$ cat src/rtl/cacheline_adapter.sv
// cacheline_adapter
// Bridges the cache's 256-bit line port to a 64-bit burst memory interface.
// A line fill or writeback is carried out as four ascending 64-bit beats
// (beat 0 = bits [63:0], beat 3 = bits [255:192]). A fill is reassembled
// into a full line, and either request type finishes with a one-cycle
// line_resp_o pulse.
//
// Ports:
//   clk, rst                 clock, synchronous active-high reset
//   line_read_i/line_write_i cache fill / writeback request, held until response
//   line_addr_i              line address, low five bits ignored
//   line_i                   line to write back, captured at acceptance
//   line_o                   assembled fill line, holds until the next fill
//   line_resp_o              one-cycle completion pulse
//   mem_addr_o               line-aligned address latched at acceptance
//   mem_read_o/mem_write_o   burst read / write request toward memory
//   mem_burst_i/mem_burst_o  read beat data in / write beat data out
//   mem_resp_i               beat strobe: read data valid or write beat taken
module cacheline_adapter (
    input  logic         clk,
    input  logic         rst,
    input  logic         line_read_i,
    input  logic         line_write_i,
    input  logic [31:0]  line_addr_i,
    input  logic [255:0] line_i,
    output logic [255:0] line_o,
    output logic         line_resp_o,
    output logic [31:0]  mem_addr_o,
    output logic         mem_read_o,
    output logic         mem_write_o,
    input  logic [63:0]  mem_burst_i,
    output logic [63:0]  mem_burst_o,
    input  logic         mem_resp_i
);

    typedef enum logic [2:0] {
        IDLE,
        RD,
        RD_DONE,
        WR,
        WR_DONE
    } state_t;

    state_t       state_q;
    state_t       state_d;
    logic [1:0]   beat_q;
    logic [26:0]  addr_q;
    logic [255:0] wline_q;
    logic [255:0] rline_q;

    // The byte offset within a line carries no meaning here.
    logic         addr_offset_unused;
    assign addr_offset_unused = ^line_addr_i[4:0];

    // State register plus the datapath it steers. The address and writeback
    // line are captured only in IDLE, so anything the cache does to its inputs
    // afterwards cannot disturb the burst in flight. Fill beats land directly
    // in the output line register; a reset clears any partial fill.
    always_ff @(posedge clk) begin
        if (rst) begin
            state_q <= IDLE;
            beat_q  <= 2'd0;
            addr_q  <= 27'd0;
            wline_q <= 256'd0;
            rline_q <= 256'd0;
        end else begin
            state_q <= state_d;
            case (state_q)
                IDLE: begin
                    if (line_write_i) begin
                        addr_q  <= line_addr_i[31:5];
                        wline_q <= line_i;
                        beat_q  <= 2'd0;
                    end else if (line_read_i) begin
                        addr_q  <= line_addr_i[31:5];
                        beat_q  <= 2'd0;
                    end
                end
                RD: begin
                    if (mem_resp_i) begin
                        rline_q[{beat_q, 6'b0} +: 64] <= mem_burst_i;
                        beat_q <= beat_q + 2'd1;
                    end
                end
                WR: begin
                    if (mem_resp_i) begin
                        beat_q <= beat_q + 2'd1;
                    end
                end
                default: begin
                end
            endcase
        end
    end

    // Next-state and control decode. Writeback wins if the cache ever raises
    // both requests. The burst ends on the strobe that completes beat 3, and
    // the DONE states are single cycles that always fall back to IDLE.
    always_comb begin
        state_d     = state_q;
        mem_read_o  = 1'b0;
        mem_write_o = 1'b0;
        line_resp_o = 1'b0;
        case (state_q)
            IDLE: begin
                if (line_write_i) begin
                    state_d = WR;
                end else if (line_read_i) begin
                    state_d = RD;
                end
            end
            RD: begin
                mem_read_o = 1'b1;
                if (mem_resp_i && (beat_q == 2'd3)) begin
                    state_d = RD_DONE;
                end
            end
            RD_DONE: begin
                line_resp_o = 1'b1;
                state_d     = IDLE;
            end
            WR: begin
                mem_write_o = 1'b1;
                if (mem_resp_i && (beat_q == 2'd3)) begin
                    state_d = WR_DONE;
                end
            end
            WR_DONE: begin
                line_resp_o = 1'b1;
                state_d     = IDLE;
            end
            default: begin
                state_d = IDLE;
            end
        endcase
    end

    assign mem_addr_o  = {addr_q, 5'b0};
    assign line_o      = rline_q;
    assign mem_burst_o = wline_q[{beat_q, 6'b0} +: 64];

endmodule

$ cat config.mk
export PLATFORM = sky130hd
export DESIGN_NAME = cacheline_adapter
export DESIGN_NICKNAME = d
export VERILOG_FILES = /design/src/rtl/cacheline_adapter.sv
export SDC_FILE = /design/constraint.sdc
export NUM_CORES = 1
export LEC_CHECK = 0
export BUFFER_PORTS_ARGS = -buffer_cell sky130_fd_sc_hd__clkbuf_2
export CAP_MARGIN = 0
export CORE_AREA = 2 2 276 278
export DETAILED_ROUTE_END_ITERATION = 7
export DIE_AREA = 0 0 278 280
export SLEW_MARGIN = 20
export SYNTH_ARGS = -nofsm -noshare
export SYNTH_HDL_FRONTEND = slang
export SYNTH_SLANG_ARGS = --single-unit
$ cat constraint.sdc
create_clock -name clk -period 2.65 [get_ports clk]
set_input_delay 0.265 -clock clk [delete_from_list [all_inputs] [get_ports clk]]
set_output_delay 0.265 -clock clk [all_outputs]
set_load 0.01 [all_outputs]
==> out/metrics.cfg, run 1 <==
[status]
outcome = completed

[routing]
wl_met1_mm = 36.2
drt-pass1-iter-count = 7
num_vias = 23300
drtAntennaViolNets = 0
dr.first_iter.drc_count = 1944
wl_per_cell_um = 19.6
wl_met2_mm = 41.5
viasPerCell = 5.14
wl_met3_mm = 6.75
drc = 0
top_layer_used = met5
drt_wl_total_mm = 89.0

[logic_synthesis]
yosysTopAreaCellShare_pct = 48.6
yosysTopAreaCell = dfxtp_1
yosys_warnings = 0
synth.ff_latch_count = 544
synth.avg_cell_area_um2 = 8.55
ys_seq_area_share_pct = 48.6
synth-async-reset-ratio_pct = 0
synth_area_leaders = dfxtp_1 49%, a21oi_1 10%, nand2_1 8.6%, nand4_1 7.1%, mux4_2 6.4%
yosys.cell_count.top_type = dfxtp_1
synthFlopType = dfxtp_1
synth_edf_count = 0
synthTopCellsByCount = 544 x dfxtp_1, 516 x nand2_1, 450 x a21oi_1, 256 x nand4_1, 256 x o21ai_0
netlist_area_um2 = 22400
ys_types = 43
syn_inst = 2622

[setup_path]
cp.required_ps = 2380
critical-path-slowest-cell = mux4_2
critical_path_arrival_ps = 2250
worstReg2RegStart = beat_q[0]$_SDFFE_PP0P_
crit_path_end_kind = primary output
cp_max_fo = 45
critPathKind = register to primary output
timing.rr.end = line_o[157]$_SDFFE_PP0P_
cp-start-kind = register
reg2regPathDepth = 6
cp_slowest_stage_delay_ps = 600
r2r_slack_ps = 380
crit_chain = buf_16 -> mux4_2 -> clkbuf_2

[clocking]
cts_made_buffers = 61
clock_latency_ps = 620
root_buffer = clkbuf_16
clk_pin_slew_ps = 70
cts_sinks = 544
cts_tree = done
h-tree-depth = 2
cts.path.max_buffers = 3

[timing]
finalCritPeriodShare_pct = 94.8
finalHoldViolCount = 0
rsz0062_at_grt = false
worst_pin_slew_ps = 864
drv_slew = 0
min_period_ps = 2510
report.final.setup_viol = 0
fmax_mhz = 398
skew_ps = 38.7
fin_tns_setup_ps = 0
timing.slew.headroom_pct = 42.4

[die]
die-area_um2 = 77800
start_util_pct = 29.8
ioPinCount = 712
die_w_um = 278
die_y_um = 280
rows = 101
coreArea_um2 = 75200

[worst_hold_path]
whs_endpoint = line_o[130]$_SDFFE_PP0P_
worstHoldStart = rst
worstHoldPathCells = 2
hp-class = input pin to register

[finish]
drive_gt1_share_pct = 26.4
final_cells = 4540
nets = 3872
syn_to_final_growth_pct = 44.5

[power]
p_clk_share_pct = 43.1
power.leakage_nw = 12.8
p_seq_share_pct = 42.4
power_density_nw_per_um2 = 636
p_comb_share_pct = 14.4
vdd_drop_max_mv = 0.533
switching_share_pct = 26.8
switchingPower_w = 0.00552
p_int_w = 0.0151

[global_route]
antenna_found_initial = 7
overflow = 0
grt_max_degree = 129
first_global_vias = 22700
gr-usage-all-layers_pct = 21.7
grt_pass1_wl_mm = 134

[placed_design]
dp_cells = 4078
io_buffers = 701
hpwl_mm = 56.7
place.gp.congestion = 0.841

[run]
maxCapViolCount = 0

==> cells in the final DEF, fill, tap and decap left out, drive strengths merged, types with 2 or more instances in the layout <==
master	count
a21oi	450
and2	3
and3b	2
buf	57
bufinv	6
clkbuf	791
clkinv	10
clkinvlp	2
conb	5
dfxtp	544
diode	5
dlygate4sd3	347
ha	5
inv	6
mux2i	27
mux4	64
nand2	516
nand2b	118
nand4	256
nor2	4
nor2b	64
nor3b	3
nor4b	3
o21ai	256
==> metrics by stage <==
stage	area [um^2]	worst slack [ps]	util [%]	total power, W	hold WS (ps)
global placement	26800	501	35.6	0.0114	439
detailed placement	26800	412	35.6	0.0114	444
finish	32400	138	43.1	0.0206	39.7
floorplan	22400	85.0	-	0.0103	401
CTS	32400	41.7	43.0	0.0207	8.90
global route	32400	15.4	43.1	0.0213	31.5
==> flip-flops by register name, summed over array words and instances (netlist names) <==
name     count
line_o     256
wline_q    256
addr_q      27
state_q      3
beat_q       2
==> timing repair <==
action / in CTS / in global routing
hold buffers: 347 / 0
gates resized for setup: 0 / 2
hold endpoints to repair: 466 / 0
setup buffers: 0 / 0
setup endpoints to repair: 0 / 2
==> final cells by class <==
cell class / count / area, um^2
Timing Repair Buffer: 1104 / 7760
Inverter: 5 / 23.8
Sequential cell: 544 / 10900
Clock inverter: 19 / 313
Multi-Input combinational cell: 1794 / 10400
Antenna cell: 5 / 12.5
Clock buffer: 91 / 1800
Fill cell: 7350 / 42800
Tap cell: 978 / 1220
==> routing by layer <==
layer / vias to the layer above / track usage [%]
li1: 11000 / -
met1: 11100 / 27.0
met2: 1023 / 35.1
met3: 236 / 5.10
met4: 4 / 10.7
met5: - / 0
==> power by group through the flow <==
stage | clock network [W] | registers (W) | logic (W)
finish | 0.00889 | 0.00874 | 0.00297
floorplan | 0 | 0.00889 | 0.00146
global placement | 0 | 0.00890 | 0.00250
detailed placement | 0 | 0.00891 | 0.00250
CTS | 0.00905 | 0.00873 | 0.00293
global route | 0.00938 | 0.00877 | 0.00319
==> how the worst max path moves through the flow <==
stage               depth (start not counted)  slack (ps)              startpoint                        to
floorplan                                  10          80  beat_q[0]$_SDFFE_PP0P_  line_o[209]$_SDFFE_PP0P_
global placement                            6         500  beat_q[0]$_SDFFE_PP0P_  line_o[157]$_SDFFE_PP0P_
detailed placement                          6         410  beat_q[0]$_SDFFE_PP0P_  line_o[157]$_SDFFE_PP0P_
CTS                                         3          40  beat_q[0]$_SDFFE_PP0P_           mem_burst_o[61]
global route                                3          20  beat_q[0]$_SDFFE_PP0P_           mem_burst_o[61]
finish                                      3         140  beat_q[0]$_SDFFE_PP0P_           mem_burst_o[60]
==> logic make-up after synthesis <==
kind of cell,count (synthesis),synth area share (%)
other cells,1,0.0167
xor+xnor,1,0.0391
flops,544,48.6
mux,91,7.64
compound gates,712,16.0
buf+inv,288,5.71
fa+ha+maj,5,0.279
simple gates,980,21.7
==> worst max-delay path: cells and delay by family (launching register included) <==
family,cells,cell delay (ps)
mux,1,600
buf+inv,2,480
flops,1,460
Note: power is estimated with default switching activity, not from simulation.
==> run 2, diff against run 1 <==
--- a/config.mk
+++ b/config.mk
@@ -10,6 +10,8 @@
 export CORE_AREA = 2 2 276 278
 export DETAILED_ROUTE_END_ITERATION = 7
 export DIE_AREA = 0 0 278 280
+export HOLD_SLACK_MARGIN = 0.08
+export MAX_ROUTING_LAYER = met4
 export SLEW_MARGIN = 20
 export SYNTH_ARGS = -nofsm -noshare
 export SYNTH_HDL_FRONTEND = slang
==> run 2 against run 1 <==
- clock power hardly changed
- via count up 0.22%
- register-to-register slack about the same
- flip-flop and latch count unchanged
- routed wire length about the same
- power decreased by 0.11%
- count of clock-buffer cells in the layout did not move
- setup slack worse by 6.3 ps
- global-route usage grew 0.67 points
- die area unchanged
- critical path depth unchanged
- combinational power barely moved
- critical path type unchanged
- critical endpoint unchanged
- largest power group unchanged
==> out/metrics.cfg, run 2 (synthesis results as in run 1) <==
[setup_path]
critical-path-slowest-cell = mux4_2
critPathKind = register to primary output
worstReg2RegStart = beat_q[0]$_SDFFE_PP0P_
crit_chain = buf_16 -> mux4_2 -> clkbuf_2
critical_path_arrival_ps = 2250  ; about the same
timing.rr.end = line_o[157]$_SDFFE_PP0P_
cp_slowest_stage_delay_ps = 600  ; about the same
cp-start-kind = register
crit_path_end_kind = primary output
cp_max_fo = 45  ; unchanged
reg2regPathDepth = 6  ; unchanged
r2r_slack_ps = 370  ; about the same
cp.required_ps = 2380  ; about the same

[global_route]
gr-usage-all-layers_pct = 22.3  ; +0.67 points
grt_max_degree = 129  ; unchanged
grt_pass1_wl_mm = 134  ; about the same
first_global_vias = 22700  ; +0.044%
overflow = 0  ; unchanged
antenna_found_initial = 9  ; +2

[timing]
report.final.setup_viol = 0  ; unchanged
drv_slew = 0  ; unchanged
skew_ps = 35.0  ; -3.64 ps
timing.slew.headroom_pct = 43.2  ; +0.79 points
worst_pin_slew_ps = 852  ; -11.9 ps
fin_tns_setup_ps = 0  ; unchanged
finalCritPeriodShare_pct = 95.0  ; +0.24 points
min_period_ps = 2520  ; +6.32 ps
fmax_mhz = 397  ; -0.25%
finalHoldViolCount = 0  ; unchanged
setup_ws_ps = 132  ; -6.32 ps

[die]
die-area_um2 = 77800  ; unchanged
coreArea_um2 = 75200  ; unchanged
start_util_pct = 29.8  ; unchanged
die_y_um = 280  ; unchanged
die_w_um = 278  ; unchanged
ioPinCount = 712  ; unchanged
rows = 101  ; unchanged

[finish]
nets = 3873  ; +0.026%
drive_gt1_share_pct = 26.4  ; about the same
syn_to_final_growth_pct = 44.6  ; about the same
final_cell_mix = 700 x clkbuf_2, 542 x dfxtp_1, 514 x nand2_1
final_core_util_pct = 43.1  ; about the same
final_common_cell = clkbuf_2

[power]
p_seq_share_pct = 42.5  ; about the same
power.leakage_nw = 12.8  ; about the same
p_clk_share_pct = 43.1  ; about the same
p_int_w = 0.0151  ; about the same
finalPower_w = 0.0206  ; -0.11%
power_density_nw_per_um2 = 635  ; -0.17%
vdd_drop_max_mv = 0.535  ; +0.40%
p_comb_share_pct = 14.4  ; about the same
switchingPower_w = 0.00550  ; -0.43%
switching_share_pct = 26.7  ; -0.085 points

[placed_design]
place.gp.congestion = 0.854  ; +1.6%
hpwl_mm = 56.7  ; unchanged
io_buffers = 701  ; unchanged
dp_slack_ps = 412  ; unchanged

[routing]
wl_per_cell_um = 19.6  ; -0.13%
drc = 0  ; unchanged
viasPerCell = 5.14  ; +0.13%
drt-pass1-iter-count = 5  ; -2
num_vias = 23400  ; +0.22%
drtAntennaViolNets = 0  ; unchanged
drt_wl_total_mm = 89.0  ; about the same
dr.first_iter.drc_count = 2055  ; +5.7%

[clocking]
cts_setup_buffers = 0  ; unchanged
root_buffer = clkbuf_16
cts_tree = done
cts.path.max_buffers = 3  ; unchanged
cts_sinks = 544  ; unchanged
clk_pin_slew_ps = 60  ; about the same
cts_made_buffers = 61  ; unchanged
h-tree-depth = 2  ; unchanged
clock_latency_ps = 620  ; about the same

[status]
outcome = completed

[worst_hold_path]
whs_endpoint = state_q[1]$_SDFFE_PP0P_
worstHoldPathCells = 4  ; +2
worstHoldStart = line_write_i
hp-class = input pin to register

[run]
maxCapViolCount = 0  ; unchanged

==> run 2: how the worst max path moves through the flow <==
stage | startpoint | end | slack (ps)
floorplan | beat_q[0]$_SDFFE_PP0P_ | line_o[209]$_SDFFE_PP0P_ | 80
finish | beat_q[0]$_SDFFE_PP0P_ | mem_burst_o[60] | 130
CTS | beat_q[0]$_SDFFE_PP0P_ | mem_burst_o[61] | 40
detailed placement | beat_q[0]$_SDFFE_PP0P_ | line_o[157]$_SDFFE_PP0P_ | 410
global placement | beat_q[0]$_SDFFE_PP0P_ | line_o[157]$_SDFFE_PP0P_ | 500
global route | beat_q[0]$_SDFFE_PP0P_ | mem_burst_o[61] | -5
==> run 2: layout make-up <==
| cell class | instances | area (um^2) |
|---|---|---|
| Fill cell | 7346 | 42800 |
| Antenna cell | 8 | 20.0 |
| Clock inverter | 19 | 313 |
| Multi-Input combinational cell | 1794 | 10400 |
| Sequential cell | 544 | 10900 |
| Tap cell | 978 | 1220 |
| Inverter | 5 | 23.8 |
| Clock buffer | 91 | 1800 |
| Timing Repair Buffer | 1105 | 7770 |
==> run 2: power by group through the flow <==
stage                     clock (W)  sequential [W]  combinational, W
after detailed placement          0         0.00891           0.00250
after CTS                   0.00905         0.00873           0.00294
after global routing        0.00938         0.00877           0.00319
after global placement            0         0.00890           0.00250
final                       0.00886         0.00874           0.00296
after floorplan                   0         0.00889           0.00146
==> run 2: what timing repair did <==
action | in CTS | in global routing
setup endpoints to repair | 0 | 2
hold endpoints to repair | 516 | 0
resized for setup | 0 | 2
hold buffers | 348 | 0
==> run 2: worst max-delay path: cells and delay by family (launching register included) <==
family / cells / cell delay (ps)
flops: 1 / 460
mux: 1 / 600
buf+inv: 2 / 470
==> run 2: per-layer routing <==
metal	wire [um]	track usage (%)	vias up
li1	-	-	11000
met1	35900	27.1	11100
met2	41500	35.1	1019
met3	6880	5.02	238
met4	4680	10.8	0
met5	0	-	-
==> run 2: per-stage QoR <==
stage | hold slack [ps] | cells | instance area, um^2
finish | 158 | 4544 | 32400
global route | 167 | 4544 | 32400
CTS | 116 | 4536 | 32400
detailed placement | 444 | 4078 | 26800
global placement | 439 | 4078 | 26800
floorplan | 401 | 2626 | 22400
